### src/rtl/alu_pkg.sv
// Shared definitions for the ALU execute/write-back slice: opcode and branch
// condition encodings, flag bit positions and opcode decode helpers.
package alu_pkg;

  localparam logic [3:0] OP_ADD = 4'd0;
  localparam logic [3:0] OP_SUB = 4'd1;
  localparam logic [3:0] OP_AND = 4'd2;
  localparam logic [3:0] OP_OR  = 4'd3;
  localparam logic [3:0] OP_XOR = 4'd4;
  localparam logic [3:0] OP_CMP = 4'd5;
  localparam logic [3:0] OP_MOV = 4'd6;

  localparam logic [2:0] COND_BE     = 3'd0;
  localparam logic [2:0] COND_BLT    = 3'd1;
  localparam logic [2:0] COND_BLE    = 3'd2;
  localparam logic [2:0] COND_BNE    = 3'd3;
  localparam logic [2:0] COND_ALWAYS = 3'd4;

  // Flag vector layout is {S,Z,C,V}.
  localparam int FLAG_S = 3;
  localparam int FLAG_Z = 2;
  localparam int FLAG_C = 1;
  localparam int FLAG_V = 0;

  // Opcodes whose result is written to the register file.
  function automatic logic writes_reg(input logic [3:0] op);
    case (op)
      OP_ADD, OP_SUB, OP_AND, OP_OR, OP_XOR, OP_MOV: writes_reg = 1'b1;
      default:                                       writes_reg = 1'b0;
    endcase
  endfunction

  // Opcodes that update the condition codes at all.
  function automatic logic sets_flags(input logic [3:0] op);
    sets_flags = (op <= OP_MOV);
  endfunction

  // Which ALU flags are loaded; unmasked bits of a flag-setting opcode clear.
  function automatic logic [3:0] flag_mask(input logic [3:0] op);
    case (op)
      OP_ADD, OP_SUB, OP_CMP:         flag_mask = 4'b1111;
      OP_AND, OP_OR, OP_XOR, OP_MOV:  flag_mask = 4'b1100;
      default:                        flag_mask = 4'b0000;
    endcase
  endfunction

  // Branch condition evaluation against a {S,Z,C,V} flag vector.
  function automatic logic cond_eval(input logic [2:0] sel, input logic [3:0] fl);
    case (sel)
      COND_BE:     cond_eval = fl[FLAG_Z];
      COND_BLT:    cond_eval = fl[FLAG_S] ^ fl[FLAG_V];
      COND_BLE:    cond_eval = fl[FLAG_Z] | (fl[FLAG_S] ^ fl[FLAG_V]);
      COND_BNE:    cond_eval = ~fl[FLAG_Z];
      COND_ALWAYS: cond_eval = 1'b1;
      default:     cond_eval = 1'b0;
    endcase
  endfunction

endpackage

### src/rtl/wb_skid_buf.sv
// Generic 2-entry valid/ready skid buffer. The head (main) entry drives the
// output; the skid entry catches one extra beat while the consumer stalls.
// in_ready is registered: it is simply the inverse of the skid occupancy.
module wb_skid_buf #(
  parameter int DATA_W = 16
) (
  input  logic              clk,
  input  logic              rst,
  input  logic              flush_i,
  input  logic              in_valid_i,
  output logic              in_ready_o,
  input  logic [DATA_W-1:0] in_data_i,
  output logic              accept_o,
  output logic              out_valid_o,
  input  logic              out_ready_i,
  output logic [DATA_W-1:0] out_data_o
);

  logic              main_valid_q, main_valid_d;
  logic              skid_valid_q, skid_valid_d;
  logic [DATA_W-1:0] main_data_q,  main_data_d;
  logic [DATA_W-1:0] skid_data_q,  skid_data_d;

  assign in_ready_o  = ~skid_valid_q;
  assign accept_o    = in_valid_i & ~skid_valid_q & ~flush_i;
  assign out_valid_o = main_valid_q;
  assign out_data_o  = main_data_q;

  // Next-state selection for the two buffer slots.
  always_comb begin
    main_valid_d = main_valid_q;
    skid_valid_d = skid_valid_q;
    main_data_d  = main_data_q;
    skid_data_d  = skid_data_q;
    if (flush_i) begin
      main_valid_d = 1'b0;
      skid_valid_d = 1'b0;
    end else if (skid_valid_q) begin
      // Full: nothing can be accepted; drain skid into main when consumed.
      if (out_ready_i) begin
        main_data_d  = skid_data_q;
        skid_valid_d = 1'b0;
      end
    end else if (accept_o) begin
      if (main_valid_q && !out_ready_i) begin
        skid_data_d  = in_data_i;
        skid_valid_d = 1'b1;
      end else begin
        main_data_d  = in_data_i;
        main_valid_d = 1'b1;
      end
    end else if (main_valid_q && out_ready_i) begin
      main_valid_d = 1'b0;
    end
  end

  // Slot registers; data is also cleared so the idle output reads zero.
  always_ff @(posedge clk) begin
    if (rst) begin
      main_valid_q <= 1'b0;
      skid_valid_q <= 1'b0;
      main_data_q  <= '0;
      skid_data_q  <= '0;
    end else begin
      main_valid_q <= main_valid_d;
      skid_valid_q <= skid_valid_d;
      main_data_q  <= main_data_d;
      skid_data_q  <= skid_data_d;
    end
  end

endmodule

### src/rtl/alu_wb_stage.sv
// Execute-to-writeback stage: buffers ALU results in a 2-entry skid buffer,
// drives register write-back, owns the {S,Z,C,V} condition codes and
// evaluates branch conditions.
// Optional build macro FLAG_BYPASS_EN: branch conditions see the flags being
// loaded this cycle instead of only the registered flags.
module alu_wb_stage
  import alu_pkg::*;
#(
  parameter int DATA_W = 16,
  parameter int REG_AW = 3
) (
  input  logic              clk,
  input  logic              rst,
  input  logic              in_valid,
  output logic              in_ready,
  input  logic [DATA_W-1:0] alu_out,
  input  logic              alu_s,
  input  logic              alu_z,
  input  logic              alu_c,
  input  logic              alu_v,
  input  logic [3:0]        opcode,
  input  logic [REG_AW-1:0] rd,
  input  logic              flush,
  output logic              out_valid,
  input  logic              out_ready,
  output logic [DATA_W-1:0] wb_data,
  output logic [REG_AW-1:0] wb_rd,
  output logic              wb_we,
  output logic [3:0]        flags_q,
  input  logic [2:0]        cond,
  output logic              cond_true
);

  localparam int PAY_W = 4 + REG_AW + DATA_W;

  logic [PAY_W-1:0] in_pay;
  logic [PAY_W-1:0] head_pay;
  logic [3:0]       head_op;
  logic             accept;
  logic [3:0]       alu_flags;
  logic [3:0]       flags_d;

  assign in_pay    = {opcode, rd, alu_out};
  assign alu_flags = {alu_s, alu_z, alu_c, alu_v};

  wb_skid_buf #(
    .DATA_W (PAY_W)
  ) u_skid (
    .clk         (clk),
    .rst         (rst),
    .flush_i     (flush),
    .in_valid_i  (in_valid),
    .in_ready_o  (in_ready),
    .in_data_i   (in_pay),
    .accept_o    (accept),
    .out_valid_o (out_valid),
    .out_ready_i (out_ready),
    .out_data_o  (head_pay)
  );

  assign wb_data = head_pay[DATA_W-1:0];
  assign wb_rd   = head_pay[DATA_W +: REG_AW];
  assign head_op = head_pay[DATA_W+REG_AW +: 4];
  assign wb_we   = out_valid & writes_reg(head_op);

  // Flags load at acceptance; unmasked bits of a flag-setting opcode clear.
  always_comb begin
    flags_d = flags_q;
    if (accept && sets_flags(opcode)) begin
      flags_d = alu_flags & flag_mask(opcode);
    end
  end

  // Architectural condition-code register.
  always_ff @(posedge clk) begin
    if (rst) begin
      flags_q <= 4'b0000;
    end else begin
      flags_q <= flags_d;
    end
  end

`ifdef FLAG_BYPASS_EN
  // Branch resolves on the flags being loaded this cycle.
  assign cond_true = cond_eval(cond, flags_d);
`else
  // Branch resolves on the registered flags only.
  assign cond_true = cond_eval(cond, flags_q);
`endif

endmodule

### config.mk
export PLATFORM = sky130hd
export DESIGN_NAME = alu_wb_stage
export DESIGN_NICKNAME = d
export VERILOG_FILES = /design/src/rtl/alu_pkg.sv /design/src/rtl/wb_skid_buf.sv /design/src/rtl/alu_wb_stage.sv
export SDC_FILE = /design/constraint.sdc
export NUM_CORES = 1
export LEC_CHECK = 0
export CAP_MARGIN = 30
export CORE_ASPECT_RATIO = 2
export CORE_MARGIN = 10
export CORE_UTILIZATION = 54
export DETAILED_ROUTE_END_ITERATION = 16
export GPL_TIMING_DRIVEN = 0
export PLACE_DENSITY = 0.92
export SLEW_MARGIN = 20
export SYNTH_ARGS = -nofsm -noshare
export SYNTH_HDL_FRONTEND = slang
export SYNTH_SLANG_ARGS = --single-unit
### constraint.sdc
create_clock -name clk -period 4.3 [get_ports clk]
set_clock_uncertainty 0.05 [all_clocks]
set_input_delay 0.43 -clock clk [delete_from_list [all_inputs] [get_ports clk]]
set_output_delay 0.43 -clock clk [all_outputs]
set_load 0.1 [all_outputs]
==> impl_metrics.ini <==
[power]
power.density_nw_per_um2 = 306.7
total_leakage_power_nw = 1.173
vdd_drop_max_uv = 346.8

[synthesis]
yosys_most_used_dff = dfxtp_1
syn_area_um2 = 2646
seq_area_frac_synth_pct = 37.83
synth_edf_count = 0
syn_nets = 296
ys_seq_elements = 50
ys_warn_count = 0
netlist_instances = 261
async_flop_share_pct = 0
ys_types = 26
syn_avg_cell_area_um2 = 10.14

[job]
max_cap_violations = 0

[sta]
final.setup.tns_ns = 0
slew_headroom_pct = 32.55
min_period_ns = 2.954
max_freq_mhz = 338.5
post-route-period-util_pct = 68.71
setup_viol = 0
tightest_slew_ns = 1.009
hold_violations = 0
drv_slew = 0
rsz0062_at_grt = false

[hold_path]
worstHoldStart = u_skid.skid_data_q[17]$_SDFFE_PP0P_
worst_hold_path_type = flop to flop

[finish]
nFillCells = 354
multiInputGateArea_um2 = 1351
drive_gt1_share_pct = 20.18
layout.nets = 363
syn_to_final_growth_pct = 28.51
regArea_um2 = 1001
fin_util_pct = 70.56
antennaDiodeCount = 0

[global_routing]
antenna_found_initial = 0
met1_usage_pct = 13.63
grtUsageMet2_pct = 29.48
first_global_vias = 2255
grt_use_total_pct = 15.03
grt_pass1_wl_um = 10430
grt_util_met3_pct = 2.993
overflow = 0
grt_max_degree = 14
top_usage_layer = met2

[clocking]
cts_root_buf = clkbuf_8
clock_latency_ns = 0.30
tritoncts = built
cts.sinks = 50
cts_max_level = 2
numCtsBuffers = 5
cts-resized-gates = 0
clockBufferDepth = 2
cts_setup_buffers = 0
postCtsHoldBufs = 0
cts.clk_slew.worst_paths_ns = 0.08

[detailed_routing]
drt_iter0_drc = 81
vias = 2038
vias_per_cell = 5.307
drc = 0
antenna_left = 0
finalWirelength_um = 6302
drt_pass1_iterations = 4
wl_per_cell_um = 16.41

[worst_setup_path]
critical_path.max_stage_delay_ns = 1.13
crit_top_cell = clkdlybuf4s50_1
critPathKind = input pin to primary output
worst_setup_path_end_kind = primary output
crit_fanout = 4
r2r-start = u_skid.skid_valid_q$_SDFF_PP0_
worst_ep_arrival_time_ns = 2.47
crit_chain = clkdlybuf4s50_1 > nor2_1 > o21ai_0 > a31o_2 > clkdlybuf4s50_1
cp.required_ns = 3.82
slowest_stage = clkdlybuf4s50_1
startpoint = cond[1]
cp-start-kind = input pin

[floorplanning]
die_w_um = 69.50
initial_utilization_pct = 54.91
die-area_um2 = 8271
die_h_um = 119
rows = 36
pin_count = 62
core_um2 = 4820

[outcome]
status = finished clean

[placement]
gp_congestion = 0.7845
portBuffers = 60
hpwl_um = 4986
==> stage by stage <==
| step | instance area [um2] | total power, mW | instances | hold slack, ns | setup WS, ns |
|---|---|---|---|---|---|
| CTS | 3401 | 1.052 | 384 | 0.4326 | 1.347 |
| finish | 3401 | 1.043 | 384 | 0.4289 | 1.346 |
| detailed placement | 3318 | 0.7885 | 378 | 0.4175 | 1.354 |
| floorplan | 2646 | 0.7052 | 261 | 0.3982 | 0.4178 |
| global placement | 3318 | 0.7831 | 378 | 0.4074 | 1.375 |
| global route | 3401 | 1.083 | 384 | 0.4520 | 1.252 |
==> per-layer routing <==
metal	wire (um)	vias up	part of all wire (%)
met5	0	-	0
met4	218	0	3.5
met3	207	14	3.3
met2	3585	47	57
met1	2290	967	36
li1	-	1010	-
==> registers in the layout, indices dropped and copies added (netlist names) <==
name                 flops
u_skid.skid_data_q      22
u_skid.out_data_o       22
u_skid.out_valid_o       1
flags_q                  4
u_skid.skid_valid_q      1
==> cells in the mapped netlist (2+ instances only) <==
cell	n	share of area, %
inv_2	2	0.28
a211oi_1	4	1.1
nand2b_1	51	12
nor2_1	4	0.57
buf_6	6	2.6
clkbuf_1	8	1.1
nor3_1	2	0.38
buf_2	7	1.3
o21a_1	2	0.57
a211oi_2	19	9.0
nand3_1	3	0.57
a21oi_1	24	4.5
mux2i_1	48	18
buf_4	20	5.7
dfxtp_1	50	38
==> power by group <==
| group | internal [mW] | switching, mW | total [mW] | leakage, nW |
|---|---|---|---|---|
| clock network | 0.124 | 0.142 | 0.266 | 0.0431 |
| registers | 0.480 | 0.0103 | 0.490 | 0.407 |
| logic | 0.108 | 0.179 | 0.286 | 0.723 |
| total | 0.712 | 0.331 | 1.04 | 1.17 |
==> worst max-delay path: cells and delay by family <==
family          cells  cell delay (ns)
simple gates        1             0.07
compound gates      2             0.33
buf+inv             2             1.65
==> kinds of logic after synthesis <==
logic type                count (synthesis)  share of synthesized area, %
AOI/OAI and AO/OA                        54                         17.35
and+or+nand+nor                          64                         15.22
muxes                                    48                         18.16
xor gates and xnor gates                  1                        0.3310
DFF                                      50                         37.83
buffers and inverters                    44                         11.11
==> layout by cell type (no fill, tap or decap) <==
cell and n:
and2_4 1, dfxtp_1 50, o21ai_0 1, buf_6 6, o211ai_1 1, a21oi_1 24, o21bai_4 1, nor3_1 2
o21a_1 2, clkbuf_1 8, o21ba_4 1, inv_2 2, buf_4 20, a211oi_1 4, nand3_1 3, nor4b_2 1
a211oi_2 19, xnor2_1 1, nand2b_1 51, buf_2 7, and3_1 1, nor2_1 4, nor2b_4 1, a31o_2 1
clkbuf_8 6, clkdlybuf4s50_1 60, mux2i_1 48, inv_1 1
==> area by class of cell <==
type / instances / share of cell area [%]
Multi-Input combinational cell: 167 / 39.74
Sequential cell: 50 / 29.43
Timing Repair Buffer: 60 / 17.66
Buffer: 41 / 8.315
Clock buffer: 6 / 2.428
Tap cell: 57 / 2.097
Inverter: 3 / 0.3311
==> worst paths after layout <==
kind                                    endpoint  slack (ns)  cells past startpoint
min          u_skid.skid_data_q[17]$_SDFFE_PP0P_        0.43                      2
min reg2reg  u_skid.skid_data_q[17]$_SDFFE_PP0P_        0.43                      2
max                                    cond_true        1.35                      5
max reg2reg   u_skid.out_data_o[11]$_SDFFE_PP0P_        2.75                      5
No activity file was read; power rests on OpenSTA's default activity.
